`src/rtl/ace_snoop_pkg.sv`:
```
// ace_snoop_pkg: shared definitions for the ACE snoop initiator.
//   - ACSNOOP encodings driven on acsnoop
//   - CRRESP bit positions decoded from crresp
//   - initiator FSM state enum
//   - saturating beat counter helper
package ace_snoop_pkg;

    // ACSNOOP encodings
    localparam logic [3:0] SNP_READ_ONCE        = 4'b0000;
    localparam logic [3:0] SNP_READ_SHARED      = 4'b0001;
    localparam logic [3:0] SNP_READ_CLEAN       = 4'b0010;
    localparam logic [3:0] SNP_READ_NSD         = 4'b0011;
    localparam logic [3:0] SNP_READ_UNIQUE      = 4'b0111;
    localparam logic [3:0] SNP_CLEAN_SHARED     = 4'b1000;
    localparam logic [3:0] SNP_CLEAN_INVALID    = 4'b1001;
    localparam logic [3:0] SNP_MAKE_INVALID     = 4'b1101;
    localparam logic [3:0] SNP_DVM_COMPLETE     = 4'b1110;
    localparam logic [3:0] SNP_DVM_MESSAGE      = 4'b1111;

    // CRRESP bit positions
    localparam int CR_DATA_TRANSFER = 0;
    localparam int CR_ERROR         = 1;
    localparam int CR_PASS_DIRTY    = 2;
    localparam int CR_IS_SHARED     = 3;
    localparam int CR_WAS_UNIQUE    = 4;

    typedef enum logic [2:0] {
        ST_IDLE,
        ST_AC,
        ST_CR,
        ST_CD,
        ST_DONE
    } snoop_state_e;

    // Beat count sticks at 15 rather than wrapping.
    function automatic logic [3:0] beat_inc(input logic [3:0] b);
        return (b == 4'hF) ? b : b + 4'd1;
    endfunction

endpackage

```
`src/rtl/ace_snoop_initiator_if.sv`:
```
// ace_snoop_initiator_if: command, AC, CR, CD and result channels of the
// snoop initiator bundled in one interface.
//   Parameters: ADDR_W (AC address), CD_W (CD data), LAT_W (latency field).
//   master modport: the initiator's view (drives req_ready, AC payload,
//                   crready, cdready, result fields, stale_cnt).
//   slave modport : the environment's view (command source, snoop responder,
//                   result sink).
interface ace_snoop_initiator_if #(
    parameter int ADDR_W = 44,
    parameter int CD_W   = 128,
    parameter int LAT_W  = 16
);
    // command port
    logic              req_valid;
    logic              req_ready;
    logic [ADDR_W-1:0] req_addr;
    logic [3:0]        req_snoop;
    logic [2:0]        req_prot;
    // AC channel
    logic              acvalid;
    logic              acready;
    logic [ADDR_W-1:0] acaddr;
    logic [3:0]        acsnoop;
    logic [2:0]        acprot;
    // CR channel
    logic              crvalid;
    logic              crready;
    logic [4:0]        crresp;
    // CD channel
    logic              cdvalid;
    logic              cdready;
    logic              cdlast;
    logic [CD_W-1:0]   cddata;
    // result port
    logic              rsp_valid;
    logic              rsp_ready;
    logic [4:0]        rsp_crresp;
    logic [3:0]        rsp_beats;
    logic [LAT_W-1:0]  rsp_latency;
    logic              rsp_timeout;
    logic [7:0]        stale_cnt;

    modport master (
        input  req_valid, req_addr, req_snoop, req_prot,
        output req_ready,
        output acvalid, acaddr, acsnoop, acprot,
        input  acready,
        input  crvalid, crresp,
        output crready,
        input  cdvalid, cdlast, cddata,
        output cdready,
        output rsp_valid, rsp_crresp, rsp_beats, rsp_latency, rsp_timeout,
        input  rsp_ready,
        output stale_cnt
    );

    modport slave (
        output req_valid, req_addr, req_snoop, req_prot,
        input  req_ready,
        input  acvalid, acaddr, acsnoop, acprot,
        output acready,
        output crvalid, crresp,
        input  crready,
        output cdvalid, cdlast, cddata,
        input  cdready,
        input  rsp_valid, rsp_crresp, rsp_beats, rsp_latency, rsp_timeout,
        output rsp_ready,
        input  stale_cnt
    );
endinterface

```
`src/rtl/ace_snoop_timer.sv`:
```
// ace_snoop_timer: CR wait timers for the snoop initiator.
//   Optional feature macro: SNOOP_LATENCY_EN (builds the latency counter;
//   otherwise latency is constant 0). The timeout counter is always built.
//   Ports:
//     clk, rst_n  clock, synchronous active-low reset
//     clear       AC handshake this cycle: restart both counters
//     run         waiting for CR this cycle
//     tmo_hit     last allowed CR cycle reached (TIMEOUT != 0 only)
//     latency     latency if the CR handshake happens this cycle
module ace_snoop_timer #(
    parameter int TIMEOUT = 1024,
    parameter int LAT_W   = 16
) (
    input  logic             clk,
    input  logic             rst_n,
    input  logic             clear,
    input  logic             run,
    output logic             tmo_hit,
    output logic [LAT_W-1:0] latency
);
    localparam int TMR_W = (TIMEOUT > 1) ? $clog2(TIMEOUT) : 1;
    localparam logic [TMR_W-1:0] TMO_LAST = TMR_W'((TIMEOUT > 0) ? TIMEOUT - 1 : 0);

    logic [TMR_W-1:0] tmo_cnt;

    // Counts CR cycles already elapsed; saturates so TIMEOUT=0 never wraps
    // into a spurious match.
    always_ff @(posedge clk) begin
        if (!rst_n || clear)
            tmo_cnt <= '0;
        else if (run && tmo_cnt != '1)
            tmo_cnt <= tmo_cnt + 1'b1;
    end

    assign tmo_hit = (TIMEOUT != 0) && run && (tmo_cnt == TMO_LAST);

`ifdef SNOOP_LATENCY_EN
    logic [LAT_W-1:0] lat_cnt;

    always_ff @(posedge clk) begin
        if (!rst_n || clear)
            lat_cnt <= '0;
        else if (run && lat_cnt != '1)
            lat_cnt <= lat_cnt + 1'b1;
    end

    // A handshake in this cycle ends one edge after lat_cnt edges.
    assign latency = (lat_cnt == '1) ? lat_cnt : lat_cnt + 1'b1;
`else
    assign latency = '0;
`endif

endmodule

```
`src/rtl/ace_snoop_initiator.sv`:
```
// ace_snoop_initiator: interconnect-side ACE snoop initiator. Takes one
// command, issues it on AC, waits for CR (with timeout), drains CD beats
// when DataTransfer is set, and reports the outcome on the result port.
//   Optional feature macro: SNOOP_LATENCY_EN (rsp_latency reporting).
//   Parameters: TIMEOUT (CR wait limit in cycles, 0 = none), LAT_W (must
//               match the interface LAT_W). Address/data widths come from
//               the interface.
//   Ports:
//     ace_aclk     clock
//     ace_aresetn  synchronous active-low reset
//     bus          ace_snoop_initiator_if.master (req, AC, CR, CD, rsp)
module ace_snoop_initiator
    import ace_snoop_pkg::*;
#(
    parameter int TIMEOUT = 1024,
    parameter int LAT_W   = 16
) (
    input  logic                  ace_aclk,
    input  logic                  ace_aresetn,
    ace_snoop_initiator_if.master bus
);
    snoop_state_e     state;
    logic             ac_hs;
    logic             in_cr;
    logic             tmo_hit;
    logic [LAT_W-1:0] lat_now;
    logic             unused_cddata;

    assign ac_hs = (state == ST_AC) && bus.acready;
    assign in_cr = (state == ST_CR);
    // Data beats are counted, never stored.
    assign unused_cddata = ^bus.cddata;

    ace_snoop_timer #(
        .TIMEOUT (TIMEOUT),
        .LAT_W   (LAT_W)
    ) u_timer (
        .clk     (ace_aclk),
        .rst_n   (ace_aresetn),
        .clear   (ac_hs),
        .run     (in_cr),
        .tmo_hit (tmo_hit),
        .latency (lat_now)
    );

    always_ff @(posedge ace_aclk) begin
        if (!ace_aresetn) begin
            state           <= ST_IDLE;
            bus.req_ready   <= 1'b0;
            bus.acvalid     <= 1'b0;
            bus.acaddr      <= '0;
            bus.acsnoop     <= '0;
            bus.acprot      <= '0;
            bus.crready     <= 1'b0;
            bus.cdready     <= 1'b0;
            bus.rsp_valid   <= 1'b0;
            bus.rsp_crresp  <= '0;
            bus.rsp_beats   <= '0;
            bus.rsp_latency <= '0;
            bus.rsp_timeout <= 1'b0;
            bus.stale_cnt   <= '0;
        end else begin
            // crready is also held in IDLE so a late CR for a timed-out
            // snoop is swallowed instead of stalling the responder.
            if (state == ST_IDLE && bus.crready && bus.crvalid && bus.stale_cnt != 8'hFF)
                bus.stale_cnt <= bus.stale_cnt + 8'd1;

            unique case (state)
                ST_IDLE: begin
                    bus.req_ready <= 1'b1;
                    bus.crready   <= 1'b1;
                    if (bus.req_valid && bus.req_ready) begin
                        bus.acaddr      <= bus.req_addr;
                        bus.acsnoop     <= bus.req_snoop;
                        bus.acprot      <= bus.req_prot;
                        bus.acvalid     <= 1'b1;
                        bus.req_ready   <= 1'b0;
                        bus.crready     <= 1'b0;
                        bus.rsp_crresp  <= '0;
                        bus.rsp_beats   <= '0;
                        bus.rsp_latency <= '0;
                        bus.rsp_timeout <= 1'b0;
                        state           <= ST_AC;
                    end
                end
                ST_AC: begin
                    if (bus.acready) begin
                        bus.acvalid <= 1'b0;
                        bus.crready <= 1'b1;
                        state       <= ST_CR;
                    end
                end
                ST_CR: begin
                    // A response in the timeout cycle still counts as normal.
                    if (bus.crvalid) begin
                        bus.crready     <= 1'b0;
                        bus.rsp_crresp  <= bus.crresp;
                        bus.rsp_latency <= lat_now;
                        if (bus.crresp[CR_DATA_TRANSFER]) begin
                            bus.cdready <= 1'b1;
                            state       <= ST_CD;
                        end else begin
                            bus.rsp_valid <= 1'b1;
                            state         <= ST_DONE;
                        end
                    end else if (tmo_hit) begin
                        bus.crready     <= 1'b0;
                        bus.rsp_crresp  <= '0;
                        bus.rsp_timeout <= 1'b1;
                        bus.rsp_valid   <= 1'b1;
                        state           <= ST_DONE;
                    end
                end
                ST_CD: begin
                    if (bus.cdvalid) begin
                        bus.rsp_beats <= beat_inc(bus.rsp_beats);
                        if (bus.cdlast) begin
                            bus.cdready   <= 1'b0;
                            bus.rsp_valid <= 1'b1;
                            state         <= ST_DONE;
                        end
                    end
                end
                ST_DONE: begin
                    if (bus.rsp_ready) begin
                        bus.rsp_valid <= 1'b0;
                        bus.req_ready <= 1'b1;
                        bus.crready   <= 1'b1;
                        state         <= ST_IDLE;
                    end
                end
                default: state <= ST_IDLE;
            endcase
        end
    end

endmodule

```
`src/flat_wrapper.sv`:
```
// flat-port wrapper written by rule: the top's interface ports become plain ports
module ace_snoop_initiator_flat import ace_snoop_pkg::*;
#(
    parameter int TIMEOUT = 1024,
    parameter int LAT_W   = 16
)
  (ace_aclk, ace_aresetn, bus_req_valid, bus_req_addr, bus_req_snoop, bus_req_prot, bus_req_ready, bus_acvalid, bus_acaddr, bus_acsnoop, bus_acprot, bus_acready, bus_crvalid, bus_crresp, bus_crready, bus_cdvalid, bus_cdlast, bus_cddata, bus_cdready, bus_rsp_valid, bus_rsp_crresp, bus_rsp_beats, bus_rsp_latency, bus_rsp_timeout, bus_rsp_ready, bus_stale_cnt);
  ace_snoop_initiator_if #(.ADDR_W(44), .CD_W(128), .LAT_W(LAT_W)) bus_i ();
  input  logic ace_aclk;
  input  logic ace_aresetn;
  input wire logic [$bits(bus_i.req_valid)-1:0] bus_req_valid;
  input wire logic [$bits(bus_i.req_addr)-1:0] bus_req_addr;
  input wire logic [$bits(bus_i.req_snoop)-1:0] bus_req_snoop;
  input wire logic [$bits(bus_i.req_prot)-1:0] bus_req_prot;
  output wire logic [$bits(bus_i.req_ready)-1:0] bus_req_ready;
  output wire logic [$bits(bus_i.acvalid)-1:0] bus_acvalid;
  output wire logic [$bits(bus_i.acaddr)-1:0] bus_acaddr;
  output wire logic [$bits(bus_i.acsnoop)-1:0] bus_acsnoop;
  output wire logic [$bits(bus_i.acprot)-1:0] bus_acprot;
  input wire logic [$bits(bus_i.acready)-1:0] bus_acready;
  input wire logic [$bits(bus_i.crvalid)-1:0] bus_crvalid;
  input wire logic [$bits(bus_i.crresp)-1:0] bus_crresp;
  output wire logic [$bits(bus_i.crready)-1:0] bus_crready;
  input wire logic [$bits(bus_i.cdvalid)-1:0] bus_cdvalid;
  input wire logic [$bits(bus_i.cdlast)-1:0] bus_cdlast;
  input wire logic [$bits(bus_i.cddata)-1:0] bus_cddata;
  output wire logic [$bits(bus_i.cdready)-1:0] bus_cdready;
  output wire logic [$bits(bus_i.rsp_valid)-1:0] bus_rsp_valid;
  output wire logic [$bits(bus_i.rsp_crresp)-1:0] bus_rsp_crresp;
  output wire logic [$bits(bus_i.rsp_beats)-1:0] bus_rsp_beats;
  output wire logic [$bits(bus_i.rsp_latency)-1:0] bus_rsp_latency;
  output wire logic [$bits(bus_i.rsp_timeout)-1:0] bus_rsp_timeout;
  input wire logic [$bits(bus_i.rsp_ready)-1:0] bus_rsp_ready;
  output wire logic [$bits(bus_i.stale_cnt)-1:0] bus_stale_cnt;
  assign bus_i.req_valid = bus_req_valid;
  assign bus_i.req_addr = bus_req_addr;
  assign bus_i.req_snoop = bus_req_snoop;
  assign bus_i.req_prot = bus_req_prot;
  assign bus_req_ready = bus_i.req_ready;
  assign bus_acvalid = bus_i.acvalid;
  assign bus_acaddr = bus_i.acaddr;
  assign bus_acsnoop = bus_i.acsnoop;
  assign bus_acprot = bus_i.acprot;
  assign bus_i.acready = bus_acready;
  assign bus_i.crvalid = bus_crvalid;
  assign bus_i.crresp = bus_crresp;
  assign bus_crready = bus_i.crready;
  assign bus_i.cdvalid = bus_cdvalid;
  assign bus_i.cdlast = bus_cdlast;
  assign bus_i.cddata = bus_cddata;
  assign bus_cdready = bus_i.cdready;
  assign bus_rsp_valid = bus_i.rsp_valid;
  assign bus_rsp_crresp = bus_i.rsp_crresp;
  assign bus_rsp_beats = bus_i.rsp_beats;
  assign bus_rsp_latency = bus_i.rsp_latency;
  assign bus_rsp_timeout = bus_i.rsp_timeout;
  assign bus_i.rsp_ready = bus_rsp_ready;
  assign bus_stale_cnt = bus_i.stale_cnt;
  ace_snoop_initiator #(.TIMEOUT(TIMEOUT), .LAT_W(LAT_W)) u_core (.ace_aclk(ace_aclk), .ace_aresetn(ace_aresetn), .bus(bus_i));
endmodule
```
`config.mk`:
```
export PLATFORM = sky130hd
export DESIGN_NAME = ace_snoop_initiator_flat
export DESIGN_NICKNAME = d
export VERILOG_FILES = /design/src/rtl/ace_snoop_pkg.sv /design/src/rtl/ace_snoop_initiator_if.sv /design/src/rtl/ace_snoop_timer.sv /design/src/rtl/ace_snoop_initiator.sv /design/src/flat_wrapper.sv
export SDC_FILE = /design/constraint.sdc
export NUM_CORES = 1
export LEC_CHECK = 0
export CAP_MARGIN = 20
export CORE_AREA = 2 2 110 112
export DETAILED_ROUTE_END_ITERATION = 8
export DIE_AREA = 0 0 112 114
export GPL_TIMING_DRIVEN = 0
export PLACE_DENSITY = 0.86
export SLEW_MARGIN = 10
export SYNTH_ARGS = -nofsm -noshare
export SYNTH_HDL_FRONTEND = slang
export SYNTH_SLANG_ARGS = --single-unit
```
`constraint.sdc`:
```
create_clock -name ace_aclk -period 3.1 [get_ports ace_aclk]
set_input_delay 0.31 -clock ace_aclk [delete_from_list [all_inputs] [get_ports ace_aclk]]
set_output_delay 0.31 -clock ace_aclk [all_outputs]
set_load 0.01 [all_outputs]
```
==> metrics.yaml, run 1 <==
cp_slowest_stage_delay_ns: 0.59
die-width_um: 112
drt_iter0_drc: 311
row_count: 40
cts_tree: "yes"
numPortBuffers: 135
synth-seq-area-share: 0.468
num_vias: 3792
ys_ff_latch: 87
power.leakage_nw: 1.93
gp_congestion: 0.810
skew_ns: 0.00611
cts_max_path_buffers: 2
grt.total_usage: 0.166
dp_hpwl_um: 8020
drive_above_1_share: 0.0521
grt_pass1_wl_um: 17300
slew_violations: 0
worstMarginPinSlew_ns: 1.12
synth_most_common_cell: "nand2_1"
slew_headroom: 0.248
cts.sinks: 87
final_antenna_net_count: 0
antenna_cells: 0
crit_type: "flip-flop to flip-flop"
fin_crit_sh: 0.687
firstDrtPassIters: 4
slowest_stage: "nor2_1"
cts.htree.levels: 3
die_area_mm2: 0.0128
crit_path_cell_trace: "or3_4, nor2_1, clkbuf_1, nand2_1, a21oi_1"
drt-total-wl_um: 10700
overflow: 0
netlist_top_cells_count: "119 x nand2_1, 87 x dfxtp_1, 74 x a21oi_1"
power.switching_uw: 945
postLayoutSetupSlackWorst_ns: 0.970
critPathLaunchType: "flip-flop"
final_cell_area_mm2: 0.00557
setup_tns_ns: 0
netlist_instances: 468
swShare: 0.299
avgSynthCellArea_um2: 7.95
wl_per_cell_um: 13.7
antenna_found_initial: 0
post-cts-setup-buffer-count: 0
grt_max_degree: 13
layout.cells.non_filler: 780
synthFlopType: "dfxtp_1"
synth_largest_area_cell: "dfxtp_1"
synth.area.top_cells: "dfxtp_1 47%, nand2_1 12%, a21oi_1 9.9%, buf_4 3.2%, clkbuf_1 2.6%"
powerDensity_mw_per_mm2: 567
cp_max_fo: 10
io_pins: 282
setup_viol: 0
dp_cells: 765
r2r_setup_slack_ns: 0.97
fin_nets: 824
clk_latency_ns: 0.33
clkSlewWorstSetupHoldPaths_ns: 0.06
cts-hold-fix-buffers: 0
synth_top_area_frac: 0.468
coreArea_mm2: 0.0117
required_ns: 3.35
outcome: "finished clean"
async_flop_share: 0
grt_setup_unrepaired: "false"
place_area_mm2: 0.00531
route.detailed.drc: 0
synth_edf_count: 0
fmax_mhz: 470
synth.distinct_cells: 51
hold_viol: 0
root_buffer: "clkbuf_16"
cts_resized: 0
start_util: 0.318
peakVddDrop_mv: 0.318
maxCapViolCount: 0
syn-cell-area_mm2: 0.00372
vias_per_cell: 4.86
cp-end-kind: "flip-flop"
post-place-ws_ns: 0.846
p_seq_frac: 0.413
die_h_um: 114
intPower_mw: 2.21
yosys_warnings: 0
numCtsBuffers: 9
hp-class: "flip-flop to flip-flop"
arrival_ns: 2.38
power_frac_clock: 0.304
areaGrowthSynthToFinish_pct: 49.7
p_comb_frac: 0.282
first_global_vias: 3514
period_minus_slack_ns: 2.13
[registers in the layout, indices dropped and copies added (netlist names)]
signal and flops:
u_core.bus.acaddr 44, u_core.u_timer.tmo_cnt 10, u_core.bus.stale_cnt 8, u_core.bus.rsp_crresp 5, u_core.bus.acsnoop 4, u_core.bus.rsp_beats 4, u_core.bus.acprot 3, u_core.state 3
u_core.bus.acvalid 1, u_core.bus.cdready 1, u_core.bus.crready 1, u_core.bus.req_ready 1, u_core.bus.rsp_timeout 1, u_core.bus.rsp_valid 1
[worst max-delay path: cells and delay by family (launching register included)]
| family | cells | cell delay [ns] |
|---|---|---|
| and+or+nand+nor | 3 | 1.10 |
| buffers and inverters | 1 | 0.41 |
| DFF | 1 | 0.39 |
| AOI/OAI and AO/OA | 1 | 0.15 |
[final timing paths]
kind	from	end	depth (start not counted)
worst max register to register	u_core.state[2]	u_core.bus.acaddr[23]	5
worst min register to register	u_core.bus.acaddr[17]	u_core.bus.acaddr[17]	2
worst min-delay path	u_core.bus.acaddr[17]	u_core.bus.acaddr[17]	2
worst max-delay path	u_core.state[2]	u_core.bus.acaddr[23]	5
[final cells by class]
| type | count | area, um2 |
|---|---|---|
| inverters | 10 | 37.5 |
| plain buffers | 44 | 226 |
| multi-input cells | 342 | 1770 |
| clock buffers | 14 | 254 |
| fillers | 1123 | 6140 |
| clock inverters | 1 | 5.00 |
| well taps | 147 | 184 |
| repair buffers | 135 | 1350 |
| flip-flops and latches | 87 | 1740 |
[power by group through the flow]
stage / combinational, mW / clock [mW] / sequential (mW)
final: 0.892 / 0.962 / 1.30
after global routing: 0.980 / 1.05 / 1.32
after CTS: 0.893 / 0.999 / 1.30
after detailed placement: 0.889 / 0 / 1.33
after global placement: 0.879 / 0 / 1.32
after floorplan: 0.424 / 0 / 1.37
[cells by family after synthesis]
kind of cell | Yosys count | synth area share
muxes | 2 | 0.00538
xor gates and xnor gates | 2 | 0.00471
other | 1 | 0.00101
AOI/OAI and AO/OA | 123 | 0.198
and+or+nand+nor | 196 | 0.242
buffers and inverters | 54 | 0.0709
adders and majority gates | 3 | 0.0101
DFF | 87 | 0.468
[cells in the final DEF, fill, tap and decap left out, types with 3 or more instances in the layout]
| master | instances |
|---|---|
| o311ai_0 | 3 |
| clkdlybuf4s50_1 | 135 |
| nand2b_1 | 4 |
| clkbuf_1 | 30 |
| nor4_1 | 3 |
| or3_1 | 8 |
| nand2_1 | 119 |
| o2111ai_1 | 3 |
| buf_4 | 16 |
| nand3_1 | 14 |
| and3_1 | 3 |
| ha_1 | 3 |
| nand4_1 | 4 |
| or4_1 | 6 |
| nor2_1 | 14 |
| a311oi_1 | 3 |
| a31oi_1 | 5 |
| clkbuf_16 | 9 |
| a21oi_1 | 74 |
| nor3_1 | 7 |
| inv_1 | 10 |
| o31ai_1 | 8 |
| o21ai_0 | 11 |
| conb_1 | 16 |
| dfxtp_1 | 87 |
[stage by stage]
| step | hold WS [ns] | utilization | power [mW] |
|---|---|---|---|
| floorplan | 0.446 | - | 1.79 |
| finish | 0.452 | 0.476 | 3.16 |
| global route | 0.464 | 0.476 | 3.35 |
| global placement | 0.435 | 0.454 | 2.20 |
| detailed placement | 0.446 | 0.454 | 2.22 |
| CTS | 0.439 | 0.476 | 3.20 |
[layer usage]
layer | part of all wire | vias up | track usage
li1 | - | 1927 | -
met1 | 0.45 | 1708 | 0.218
met2 | 0.46 | 153 | 0.267
met3 | 0.090 | 4 | 0.0537
met4 | 0.0033 | 0 | 0.0423
met5 | 0 | - | 0
No activity file was read; power rests on OpenSTA's default activity.
==> run 2: changes to the inputs <==
- CORE_AREA: 2 2 110 112 -> unset
- CORE_MARGIN: unset -> 2
- CORE_UTILIZATION: unset -> 31
- DIE_AREA: 0 0 112 114 -> unset
- PLACE_DENSITY: 0.86 -> 0.87
- clock period: 3.1 -> 1.92 ns (I/O delays scaled with it)
==> metrics.yaml, run 2 (same netlist as run 1, synthesis figures left out) <==
crit_path_cell_trace: "buf_2, nor3_4, nand3_2, clkbuf_1, nand2_1, a21oi_1"
clkSlewWorstSetupHoldPaths_ns: 0.07  # about the same
largest_reg_flops: 44  # unchanged
p_seq_frac: 0.407  # -0.006
coreArea_mm2: 0.0119  # +1.3%
die_area_mm2: 0.0129  # +1.0%
grt_pass1_wl_um: 16800  # -3.3%
gp_congestion: 0.848  # +4.7%
vias_per_cell: 4.87  # +0.24%
start_util: 0.314  # -0.00402
peakVddDrop_mv: 0.516  # +62%
hp-class: "primary input to flip-flop"
power.leakage_nw: 2.00  # +3.4%
row_count: 40  # unchanged
first_global_vias: 3439  # -2.1%
wl_per_cell_um: 13.9  # +1.3%
fin_crit_sh: 0.967  # +0.280
met1_length_um: 4910  # +2.2%
p_comb_frac: 0.290  # +0.008
layout_common_cells: "135 x clkdlybuf4s50_1, 119 x nand2_1, 86 x dfxtp_1"
cts.htree.levels: 3  # unchanged
top_register: "u_core.bus.acaddr"
antenna_found_initial: 1  # +1
antenna_cells: 0  # unchanged
power.switching_mw: 1.63  # +72%
cts.sinks: 87  # unchanged
outcome: "finished clean"
num_vias: 3811  # +0.50%
grt_setup_unrepaired: "true"
cp_max_fo: 10  # unchanged
die-width_um: 114  # +1.4%
min_path_cells: 2  # unchanged
hold_viol: 0  # unchanged
cp-end-kind: "flip-flop"
wl_met2_um: 4840  # -0.78%
multi_input_area_mm2: 0.00183  # +3.3%
routed-wl-met3_um: 986  # +2.3%
cts_max_path_buffers: 2  # unchanged
slew_headroom: 0.582  # +0.334
numPortBuffers: 135  # unchanged
numCtsBuffers: 9  # unchanged
worstMarginPinSlew_ns: 0.627  # -0.495 ns
overflow: 0  # unchanged
slowest_stage: "nor3_4"
hold_path_end: "u_core.bus.rsp_beats[1]"
fmax_mhz: 539  # +15%
final_antenna_net_count: 0  # unchanged
root_buffer: "clkbuf_16"
maxCapViolCount: 0  # unchanged
r2r_setup_slack_ns: 0.06  # -0.91 ns
route.detailed.drc: 0  # unchanged
rr_worst_depth: 6  # +1
grt.total_usage: 0.163  # -0.00294
arrival_ns: 2.06  # -0.32 ns
required_ns: 2.12  # -1.23 ns
drt_iter0_drc: 323  # +3.9%
r2r-start: "u_core.state[1]"
n_fill_cell: 1138  # +1.3%
powerDensity_mw_per_mm2: 917  # +62%
top_regs: "u_core.bus.acaddr (44), u_core.u_timer.tmo_cnt (10), u_core.bus.stale_cnt (8)"
io_pins: 282  # unchanged
setup_viol: 0  # unchanged
finalPower_mw: 5.19  # +64%
slew_violations: 0  # unchanged
drive_above_1_share: 0.0992  # +0.0471
layout_commonest_cell: "clkdlybuf4s50_1"
post-place-ws_ns: -0.244  # -1.09 ns
dp_hpwl_um: 8020  # about the same
drt-total-wl_um: 10900  # +1.5%
period_minus_slack_ns: 1.86  # -0.273 ns
swShare: 0.313  # +0.0137
fin_nets: 825  # +0.12%
utilization: 0.478  # +0.00178
worstHoldStart: "ace_aresetn"
critPathLaunchType: "flip-flop"
areaGrowthSynthToFinish_pct: 52.2
crit_type: "flip-flop to flip-flop"
power_frac_clock: 0.304  # about the same
cts_tree: "yes"
clk_latency_ns: 0.34  # about the same
regArea_mm2: 0.00174  # about the same
highest_layer: "met5"
grt_max_degree: 15  # +2
intPower_mw: 3.57  # +61%
die_h_um: 114  # -0.37%
postLayoutSetupSlackWorst_ns: 0.0636  # -0.907 ns
skew_ns: 0.00689  # +0.000788 ns
cts-hold-fix-buffers: 0  # unchanged
firstDrtPassIters: 4  # unchanged
cp_slowest_stage_delay_ns: 0.36  # -0.23 ns
r2r_end: "u_core.bus.acaddr[36]"
-- run 2: metrics by stage --
step	area, um2	hold slack (ns)	setup TNS [ns]	instances
floorplan	3780	0.328	0	483
global placement	5310	0.435	-8.70	765
detailed placement	5310	0.446	-11.09	765
CTS	5610	0.284	0	781
global route	5670	0.309	-0.198	782
finish	5670	0.308	0	782
-- run 2: worst max path at each step --
| stage | from | end | slack, ns | depth (start not counted) |
|---|---|---|---|---|
| 6_report | u_core.state[1] | u_core.bus.acaddr[36] | 0.06 | 6 |
| 5_1_grt | u_core.state[1] | u_core.bus.stale_cnt[6] | -0.05 | 5 |
| 4_1_cts | u_core.state[2] | u_core.bus.acaddr[19] | 0.004 | 5 |
| 3_5_place_dp | bus_req_valid | u_core.bus.acaddr[7] | -0.24 | 6 |
| 3_3_place_gp | bus_req_valid | u_core.bus.rsp_timeout | -0.22 | 5 |
| 2_1_floorplan | u_core.state[0] | u_core.bus.rsp_beats[3] | 0.25 | 4 |
-- run 2: layer usage --
| layer | vias to the layer above | global-route usage |
|---|---|---|
| met5 | - | 0 |
| met4 | 2 | 0.0488 |
| met3 | 13 | 0.0638 |
| met2 | 144 | 0.259 |
| met1 | 1725 | 0.207 |
| li1 | 1927 | - |
-- run 2: cell type report --
class | instances | share of cell area
Timing Repair Buffer | 136 | 0.240
Tap cell | 147 | 0.0325
Sequential cell | 87 | 0.308
Inverter | 10 | 0.00663
Clock inverter | 7 | 0.00707
Buffer | 44 | 0.0433
Clock buffer | 9 | 0.0398
Multi-Input combinational cell | 342 | 0.323
-- run 2: timing repair --
action                                  4_1_cts  5_1_grt
pin swaps                                     0        1
cloned                                        0        0
endpoints found under the setup margin       59       33
hold endpoints to repair                      0        0
buffers inserted                              0        1
resized for setup                            10       29
-- run 2: worst max-delay path: cells and delay by family, from the launching register on --
| kind | cells | cell delay, ns |
|---|---|---|
| and+or+nand+nor | 3 | 0.78 |
| DFF | 1 | 0.34 |
| AOI/OAI and AO/OA | 1 | 0.07 |
| buffers and inverters | 2 | 0.52 |
-- run 2: power groups by stage --
stage | combinational, mW | sequential, mW | clock, mW
finish | 1.50 | 2.11 | 1.58
global route | 1.64 | 2.13 | 1.68
CTS | 1.47 | 2.11 | 1.62
detailed placement | 1.44 | 2.14 | 0
global placement | 1.42 | 2.14 | 0
floorplan | 0.685 | 2.21 | 0
